File: src/rtl/dl_entry_if.sv
// rtl/dl_entry_if.sv - button/code handshake bundle between the entry sequencer and its neighbours
interface dl_entry_if #(
    parameter int DIGITS = 3
);
    logic [3:0]                     digit;
    logic                           confirm_getter;
    logic                           confirm_fsm;
    logic                           backspace;
    logic                           ack;
    logic [4*DIGITS-1:0]            code;
    logic [$clog2(DIGITS+1)-1:0]    count;
    logic [3:0]                     last_digit;
    logic                           req;
    logic                           error;
    logic                           timeout;
    logic [1:0]                     state;

    modport master (
        output digit, confirm_getter, confirm_fsm, backspace, ack,
        input  code, count, last_digit, req, error, timeout, state
    );

    modport slave (
        input  digit, confirm_getter, confirm_fsm, backspace, ack,
        output code, count, last_digit, req, error, timeout, state
    );
endinterface

File: src/rtl/dl_entry_sequencer.sv
// rtl/dl_entry_sequencer.sv - digit entry, idle timeout and req/ack hand-off for the lock FSM
// Optional backspace button enabled by defining DL_ENTRY_BACKSPACE_EN.
module dl_entry_sequencer #(
    parameter int DIGITS  = 3,
    parameter int TIMEOUT = 500
) (
    input  logic        clk,
    input  logic        rst,
    dl_entry_if.slave   bus
);
    localparam int CW = $clog2(DIGITS + 1);
    localparam int TW = $clog2(TIMEOUT);
    localparam int KW = 4 * DIGITS;

    typedef enum logic [1:0] {
        IDLE  = 2'd0,
        ENTRY = 2'd1,
        FULL  = 2'd2,
        REQ   = 2'd3
    } state_t;

    state_t         state, state_nxt;
    logic [KW-1:0]  code, code_nxt;
    logic [CW-1:0]  count, count_nxt;
    logic [3:0]     last_digit, last_nxt;
    logic           error, error_nxt;
    logic           timeout, timeout_nxt;
    logic [TW-1:0]  idle_cnt, idle_nxt;

    logic getter_prev, submit_prev;
    logic getter_edge, submit_edge, back_edge;
    logic sub_ev, bk_ev, gt_ev;
    logic do_append, do_remove, do_tick, do_clear;

    // Previous-value registers reset high so a button held through reset is not an edge.
    always_ff @(posedge clk or posedge rst) begin
        if (rst) begin
            getter_prev <= 1'b1;
            submit_prev <= 1'b1;
        end else begin
            getter_prev <= bus.confirm_getter;
            submit_prev <= bus.confirm_fsm;
        end
    end

    assign getter_edge = bus.confirm_getter & ~getter_prev;
    assign submit_edge = bus.confirm_fsm & ~submit_prev;

`ifdef DL_ENTRY_BACKSPACE_EN
    logic back_prev;

    always_ff @(posedge clk or posedge rst) begin
        if (rst) begin
            back_prev <= 1'b1;
        end else begin
            back_prev <= bus.backspace;
        end
    end

    assign back_edge = bus.backspace & ~back_prev;
`else
    logic unused_backspace;

    assign unused_backspace = bus.backspace;
    assign back_edge        = 1'b0;
`endif

    // One event per cycle: submit beats backspace beats getter; losers vanish silently.
    assign sub_ev = submit_edge;
    assign bk_ev  = back_edge & ~submit_edge;
    assign gt_ev  = getter_edge & ~submit_edge & ~back_edge;

    always_ff @(posedge clk or posedge rst) begin
        if (rst) begin
            state      <= IDLE;
            code       <= '0;
            count      <= '0;
            last_digit <= 4'd0;
            error      <= 1'b0;
            timeout    <= 1'b0;
            idle_cnt   <= '0;
        end else begin
            state      <= state_nxt;
            code       <= code_nxt;
            count      <= count_nxt;
            last_digit <= last_nxt;
            error      <= error_nxt;
            timeout    <= timeout_nxt;
            idle_cnt   <= idle_nxt;
        end
    end

    always_comb begin
        state_nxt   = state;
        code_nxt    = code;
        count_nxt   = count;
        last_nxt    = last_digit;
        error_nxt   = 1'b0;
        timeout_nxt = 1'b0;
        idle_nxt    = '0;
        do_append   = 1'b0;
        do_remove   = 1'b0;
        do_tick     = 1'b0;
        do_clear    = 1'b0;

        unique case (state)
            IDLE: begin
                if (sub_ev) begin
                    error_nxt = 1'b1;
                end else if (gt_ev) begin
                    do_append = 1'b1;
                end
            end
            ENTRY: begin
                if (sub_ev) begin
                    error_nxt = 1'b1;
                end else if (bk_ev) begin
                    do_remove = 1'b1;
                end else if (gt_ev) begin
                    do_append = 1'b1;
                end else begin
                    do_tick = 1'b1;
                end
            end
            FULL: begin
                if (sub_ev) begin
                    state_nxt = REQ;
                end else if (bk_ev) begin
                    do_remove = 1'b1;
                end else if (gt_ev) begin
                    error_nxt = 1'b1;
                end else begin
                    do_tick = 1'b1;
                end
            end
            REQ: begin
                if (bus.ack) begin
                    do_clear = 1'b1;
                end
            end
            default: begin
                state_nxt = IDLE;
            end
        endcase

        if (do_append) begin
            code_nxt  = {code[KW-5:0], bus.digit};
            count_nxt = count + 1'b1;
            last_nxt  = bus.digit;
            state_nxt = (count == CW'(DIGITS - 1)) ? FULL : ENTRY;
        end

        if (do_remove) begin
            code_nxt  = code >> 4;
            count_nxt = count - 1'b1;
            last_nxt  = (count == CW'(1)) ? 4'd0 : code[7:4];
            state_nxt = (count == CW'(1)) ? IDLE : ENTRY;
        end

        // Quiet cycles in ENTRY/FULL count up; the terminal count discards the entry.
        if (do_tick) begin
            if (idle_cnt == TW'(TIMEOUT - 1)) begin
                do_clear    = 1'b1;
                timeout_nxt = 1'b1;
            end else begin
                idle_nxt = idle_cnt + 1'b1;
            end
        end

        if (do_clear) begin
            code_nxt  = '0;
            count_nxt = '0;
            last_nxt  = 4'd0;
            state_nxt = IDLE;
        end
    end

    assign bus.code       = code;
    assign bus.count      = count;
    assign bus.last_digit = last_digit;
    assign bus.req        = (state == REQ);
    assign bus.error      = error;
    assign bus.timeout    = timeout;
    assign bus.state      = state;
endmodule

File: src/flat_wrapper.sv
// flat-port wrapper written by rule: the top's interface ports become plain ports
module dl_entry_sequencer_flat 
#(
    parameter int DIGITS  = 3,
    parameter int TIMEOUT = 500
)
  (clk, rst, bus_digit, bus_confirm_getter, bus_confirm_fsm, bus_backspace, bus_ack, bus_code, bus_count, bus_last_digit, bus_req, bus_error, bus_timeout, bus_state);
  dl_entry_if #(.DIGITS(DIGITS)) bus_i ();
  input  logic clk;
  input  logic rst;
  input wire logic [$bits(bus_i.digit)-1:0] bus_digit;
  input wire logic [$bits(bus_i.confirm_getter)-1:0] bus_confirm_getter;
  input wire logic [$bits(bus_i.confirm_fsm)-1:0] bus_confirm_fsm;
  input wire logic [$bits(bus_i.backspace)-1:0] bus_backspace;
  input wire logic [$bits(bus_i.ack)-1:0] bus_ack;
  output wire logic [$bits(bus_i.code)-1:0] bus_code;
  output wire logic [$bits(bus_i.count)-1:0] bus_count;
  output wire logic [$bits(bus_i.last_digit)-1:0] bus_last_digit;
  output wire logic [$bits(bus_i.req)-1:0] bus_req;
  output wire logic [$bits(bus_i.error)-1:0] bus_error;
  output wire logic [$bits(bus_i.timeout)-1:0] bus_timeout;
  output wire logic [$bits(bus_i.state)-1:0] bus_state;
  assign bus_i.digit = bus_digit;
  assign bus_i.confirm_getter = bus_confirm_getter;
  assign bus_i.confirm_fsm = bus_confirm_fsm;
  assign bus_i.backspace = bus_backspace;
  assign bus_i.ack = bus_ack;
  assign bus_code = bus_i.code;
  assign bus_count = bus_i.count;
  assign bus_last_digit = bus_i.last_digit;
  assign bus_req = bus_i.req;
  assign bus_error = bus_i.error;
  assign bus_timeout = bus_i.timeout;
  assign bus_state = bus_i.state;
  dl_entry_sequencer #(.DIGITS(DIGITS), .TIMEOUT(TIMEOUT)) u_core (.clk(clk), .rst(rst), .bus(bus_i));
endmodule
File: config.mk
export PLATFORM = sky130hd
export DESIGN_NAME = dl_entry_sequencer_flat
export DESIGN_NICKNAME = d
export VERILOG_FILES = /design/src/rtl/dl_entry_if.sv /design/src/rtl/dl_entry_sequencer.sv /design/src/flat_wrapper.sv
export SDC_FILE = /design/constraint.sdc
export NUM_CORES = 1
export LEC_CHECK = 0
export ABC_AREA = 1
export BUFFER_PORTS_ARGS = -buffer_cell sky130_fd_sc_hd__buf_2
export CELL_PAD_IN_SITES_DETAIL_PLACEMENT = 0
export CELL_PAD_IN_SITES_GLOBAL_PLACEMENT = 1
export CORE_AREA = 3 3 67 69
export CTS_CLUSTER_SIZE = 20
export DETAILED_ROUTE_END_ITERATION = 12
export DIE_AREA = 0 0 70 72
export PLACE_DENSITY = 0.87
export SLEW_MARGIN = 20
export SYNTH_ARGS = -nofsm -noshare
export SYNTH_HDL_FRONTEND = slang
export SYNTH_SLANG_ARGS = --single-unit
File: constraint.sdc
create_clock -name clk -period 2.1 [get_ports clk]
set_clock_uncertainty 0.05 [all_clocks]
set_input_delay 0 -clock clk [delete_from_list [all_inputs] [get_ports clk]]
set_output_delay 0 -clock clk [all_outputs]
set_load 0.02 [all_outputs]
# Word-level counts from Yosys, hierarchy flattened
# Index checks and enable logic that the tools add are counted.
[classes]
add_sub_neg = 2
eq_ne = 5
n_mux = 27
bitwise_logic = 6
n_reduce_logical = 7
[ops]
columns = ["operator", "n"]
rows = [
  ["12-bit two-way mux", 2],
  ["9-bit two-way mux", 2],
  ["2-bit two-way mux", 7],
  ["1-bit two-way mux", 13],
  ["9-bit by 1-bit adder with 9-bit output (second input constant)", 1],
  ["9-bit equality test (second input constant)", 1],
  ["4-bit two-way mux", 2],
  ["2-bit equality test (second input constant)", 3],
  ["3-bit nonzero test", 2],
  ["2-bit OR reduction", 2],
  ["1-bit bitwise AND", 3],
  ["1-bit inverter", 3],
  ["2-bit by 1-bit adder with 2-bit output (second input constant)", 1],
  ["2-bit by 1-bit equality test with 1-bit output (second input constant)", 1],
  ["2-bit logical NOT", 1],
  ["1-bit one-hot mux with 2 select lines", 1],
  ["2-bit AND reduction", 1],
  ["2-bit nonzero test", 1],
]
[word_totals]
ff_bits = 33
wordCells = 56

# Longest topological paths before layout
[depth]
depth_word = 10
ltp_mapped = 11

# Worst setup path after synthesis
# Ideal clock, no wire load.
[synth_path]
path_type = "reg-to-reg"
startpoint = "register u_core.state[0], in the netlist u_core.bus.state[0]"
endpoint = "register u_core.count[0], in the netlist u_core.bus.count[0]"
t_arrival_ps = 1441
setup_slack_ps = 491
stages_incl_launch_ff = 10
path_buffers = 2
period_less_slack_ps = 1609
cell_sequence = "dfrtp_1 inv_1 ha_1 inv_1 nand2_1 nand3_2 buf_6 buf_8 xor2_2 nor2_2"
[synth_via]
elab_chain_len = 5
word_cells_on_any_way = 13
cone_classes = "eq/ne (3); mux (6); reduce/logical (4)"
[synth_lines]
columns = ["element", "line", "rtl"]
rows = [
  ["start, declared", "dl_entry_sequencer.sv:22", "state_t state, state_nxt;"],
  ["start signal, assigned", "dl_entry_sequencer.sv:83", "state <= state_nxt;"],
  ["2-bit equality test / 2-bit by 1-bit equality test with 1-bit output (equally long branches)", "dl_entry_sequencer.sv:106", "unique case (state)"],
  ["1-bit two-way mux / 2-bit OR reduction (equally long branches)", "n/a", ""],
  ["1-bit two-way mux, on equally long branches", "n/a", ""],
  ["1-bit two-way mux", "dl_entry_sequencer.sv:161", "if (do_tick) begin"],
  ["2-bit two-way mux / 2-bit nonzero test (equally long branches)", "n/a", ""],
  ["end signal, assigned", "dl_entry_sequencer.sv:85", "count <= count_nxt;"],
  ["end, declared", "dl_entry_sequencer.sv:24", "logic [CW-1:0] count, count_nxt;"],
]
# Parallel ways exist; a longest one is shown, timed or not.
# A chain may end at the register's enable or synchronous reset.

# Final worst setup path
[layout_path]
startpoint = "register u_core.state[1], in the netlist u_core.bus.state[1]"
endpoint = "register u_core.code[9], in the netlist u_core.bus.code[9]"
[layout_via]
elab_chain_len = 5
word_cells_on_any_way = 13
cone_classes = "eq/ne (3); mux (6); reduce/logical (4)"
[layout_lines]
columns = ["element", "line", "rtl"]
rows = [
  ["2-bit equality test / 2-bit by 1-bit equality test with 1-bit output (equally long branches)", "dl_entry_sequencer.sv:106", ""],
  ["1-bit two-way mux / 2-bit OR reduction (equally long branches)", "n/a", ""],
  ["1-bit two-way mux, on equally long branches", "n/a", ""],
  ["1-bit two-way mux", "dl_entry_sequencer.sv:161", ""],
  ["12-bit two-way mux / 2-bit nonzero test (equally long branches)", "n/a", ""],
  ["end signal, assigned", "dl_entry_sequencer.sv:84", "code <= code_nxt;"],
  ["end, declared", "dl_entry_sequencer.sv:23", "logic [KW-1:0] code, code_nxt;"],
]
# Parallel ways exist; a longest one is shown, timed or not.

==> impl_metrics.csv <==
group,metric,value,unit
route,drc_errors,0,
critical_path,crit_chain,"inv_1 -> ha_1 -> inv_1 -> nand2_1 -> nand3_4 -> o21ai_0 -> inv_1 -> nor2_1",
cts,post-cts-setup-buffer-count,0,
critical_path,cp.depth,8,
yosys,synth_seq_cells,29,
placed_design,place_ws,140.2,ps
floorplanning,initial_core_util,38.72,%
floorplanning,die_area,5040,sq um
critical_path,cp.arrival,1900,ps
route,ant_nets,0,
sta,post-route-period-util,82.96,%
cells_and_area,fill_cells,413,
sta,period_needed,1742,ps
critical_path,path_class,"reg2reg",
yosys,mappedNetlistNets,205,
global_route,grt_antenna_before_repair,0,
cts,cts_max_path_buffers,2,
power_and_ir_drop,p_leak,1.025,nW
sta,hold_slack,92.85,ps
cts,cts.clk_slew.worst_paths,60,ps
placed_design,dp_hpwl,1.942,mm
global_route,grt_pass1_wl,4.685,mm
route,num_vias,1188,
hold_path,min_path_cells,4,
global_route,grt_max_degree,30,
placed_design,port_buffers,31,
route,routedWlPerCell,9.953,um
cts,cts_buffers,5,
critical_path,cp-start-kind,"flop",
yosys,yosysSeqAreaShare,47.36,%
power_and_ir_drop,ir_drop,0.5384,mV
cts,cts_sinks,29,
hold_path,hp-class,"in2reg",
sta,tns,0,ps
critical_path,crit_family,"simple AND/OR/NAND/NOR gates",
sta,maxSlewViolCount,0,
power_and_ir_drop,p_total,0.002320,W
cts,clk_latency,280,ps
critical_path,slowest_delay,430,ps
route,first_pass_iters,4,
yosys,yosysWarningCount,0,
sta,max_freq,0.5740,GHz
sta,hold_viol_final,0,
sta,tightest_slew,672.4,ps
yosys,netlist_instances,188,
critical_path,r2r_cells,8,
sta,rsz0062_at_grt,"no",
cells_and_area,drive_above_1_share,24.67,%
global_route,first_global_vias,1051,
power_and_ir_drop,cellPowerDensity,1251,nW/um^2
floorplanning,fp.dieW,70,um
floorplanning,die_h,72,um
sta,setup_viol,0,
critical_path,cp_data_required_time,2260,ps
cells_and_area,num-nets-final,243,
cts,root_buffer,"clkbuf_8",
floorplanning,pin_count,33,
placed_design,place_congestion,0.7590,
sta,relSlewSlack,55.12,%
cts,cts_max_level,2,
route,wl,2.757,mm
route,vias_per_cell,4.289,
floorplanning,coreArea,3971,sq um
cells_and_area,syn_to_final_growth,20.67,%
yosys,synth_area_per_cell,8.179,sq um
critical_path,crit_fanout,29,
critical_path,slowest_stage,"dfrtp_1",
floorplanning,row_count,23,
global_route,gr-usage-all-layers,11.82,%
critical_path,worst-path-buf-inv,3,
cells_and_area,n_antenna_cell,0,
run_status,outcome,"completed",
route,dr.first_iter.drc_count,57,
yosys,synth.distinct_cells,24,
cts,cts_tree,"yes",
critical_path,cp-end-kind,"flop",
critical_path,path_common_cell,"inv_1",
flow_run,drv_cap,0,
sta,setup_ws,357.8,ps
yosys,syn-cell-area,1538,sq um
global_route,grt-ovfl-total,0,
[repair_timing]
action / in CTS / in global routing
hold buffers: 7 / 0
resized for setup: 0 / 1
endpoints found under the setup margin: 0 / 11
endpoints found under the hold margin: 20 / 0
[power by group]
part           internal (W)  leakage [nW]  switching (W)
logic              0.000349         0.596       0.000675
clock network      0.000228        0.0439       0.000219
registers          0.000720         0.386       0.000129
[per-stage QoR]
step | util [%] | cells | cell area [sq um]
after floorplan | - | 188 | 1538
after global routing | 46.72 | 277 | 1856
final | 46.72 | 277 | 1856
after global placement | 42.60 | 262 | 1692
after CTS | 46.53 | 277 | 1848
after detailed placement | 42.60 | 262 | 1692
[flip-flops by register name, summed over array words and instances, names as in the netlist]
signal / flops
u_core.submit_prev: 1
u_core.bus.count: 2
u_core.bus.timeout: 1
u_core.bus.error: 1
u_core.bus.code: 9
u_core.bus.last_digit: 3
u_core.getter_prev: 1
u_core.bus.state: 2
u_core.idle_cnt: 9
[worst paths after layout]
| path | slack [ps] | end | startpoint |
|---|---|---|---|
| min in group asynchronous | 310 | u_core.bus.code[7] | rst |
| hold / removal | 90 | u_core.bus.count[0] | bus_ack |
| hold reg to reg | 420 | u_core.idle_cnt[0] | u_core.idle_cnt[0] |
| setup reg to reg | 360 | u_core.bus.code[9] | u_core.bus.state[1] |
| setup / recovery | 360 | u_core.bus.code[9] | u_core.bus.state[1] |
| max in group asynchronous | 1050 | u_core.bus.state[1] | rst |
[worst min-delay path, stage by stage]
cell,delay (ps)
buf_2,80
nand2_1,70
nand2_4,180
nor2_2,40
[layout make-up]
class | instances | area [sq um] | area share (%)
Clock buffer | 5 | 68.82 | 3.709
Clock inverter | 3 | 17.52 | 0.9440
Inverter | 46 | 172.7 | 9.305
Multi-Input combinational cell | 105 | 573.1 | 30.88
Sequential cell | 29 | 728.2 | 39.24
Tap cell | 50 | 62.56 | 3.372
Timing Repair Buffer | 39 | 232.7 | 12.54
[synth_stat cells]
cell type   n  area [sq um]
nand4_1     2         12.51
buf_8       1         15.01
xor2_2      1         16.27
xor2_1      1         8.760
dfrtp_1    27         675.7
nor2_1     30         112.6
clkbuf_1    1         3.750
a21oi_1     3         15.01
nor2_4      1         11.26
nand2_1    31         116.4
buf_4       4         30.03
inv_1      45         168.9
xnor2_1     1         8.760
nand3_1     8         40.04
nand2_4     1         11.26
nor2_2      2         12.51
dfstp_2     2         52.55
nand3_2     2         20.02
o21ai_2     4         35.03
ha_1        7         87.58
nand2_2     2         12.51
o21ai_0     9         45.04
inv_2       1         3.750
buf_6       2         22.52
[placed cells by master (no fill, tap or decap)]
cell type / n
nand3_2: 1
a21oi_1: 3
nand2_4: 1
inv_1: 45
nand3_4: 1
clkinvlp_4: 1
nand4_1: 2
nor2_4: 1
nand2_1: 31
o21ai_0: 9
buf_4: 1
dfstp_2: 2
xor2_2: 1
dfrtp_1: 27
buf_2: 31
nor2_1: 30
nand2_2: 2
nor2_2: 2
clkinv_2: 2
ha_1: 7
xor2_1: 1
o21ai_2: 4
dlygate4sd3_1: 7
clkbuf_8: 5
inv_2: 1
xnor2_1: 1
nand3_1: 8
[logic make-up after synthesis]
family,count (synthesis),share of synthesized area (%)
AND/OR/NAND/NOR,79,22.70
buffers and inverters,54,15.87
flip-flops,29,47.36
AO/OA/AOI/OAI,16,6.183
adder cells (fa/ha/maj),7,5.695
XOR/XNOR,3,2.197
[routing by layer]
| layer | vias to the layer above | share of wire (%) | track usage (%) |
|---|---|---|---|
| met5 | - | 0 | 0 |
| met4 | 0 | 1.4 | 4.468 |
| met3 | 5 | 5.6 | 3.601 |
| met2 | 30 | 49 | 19.62 |
| met1 | 532 | 44 | 14.59 |
| li1 | 621 | - | - |
(Power assumes the default switching activity.)
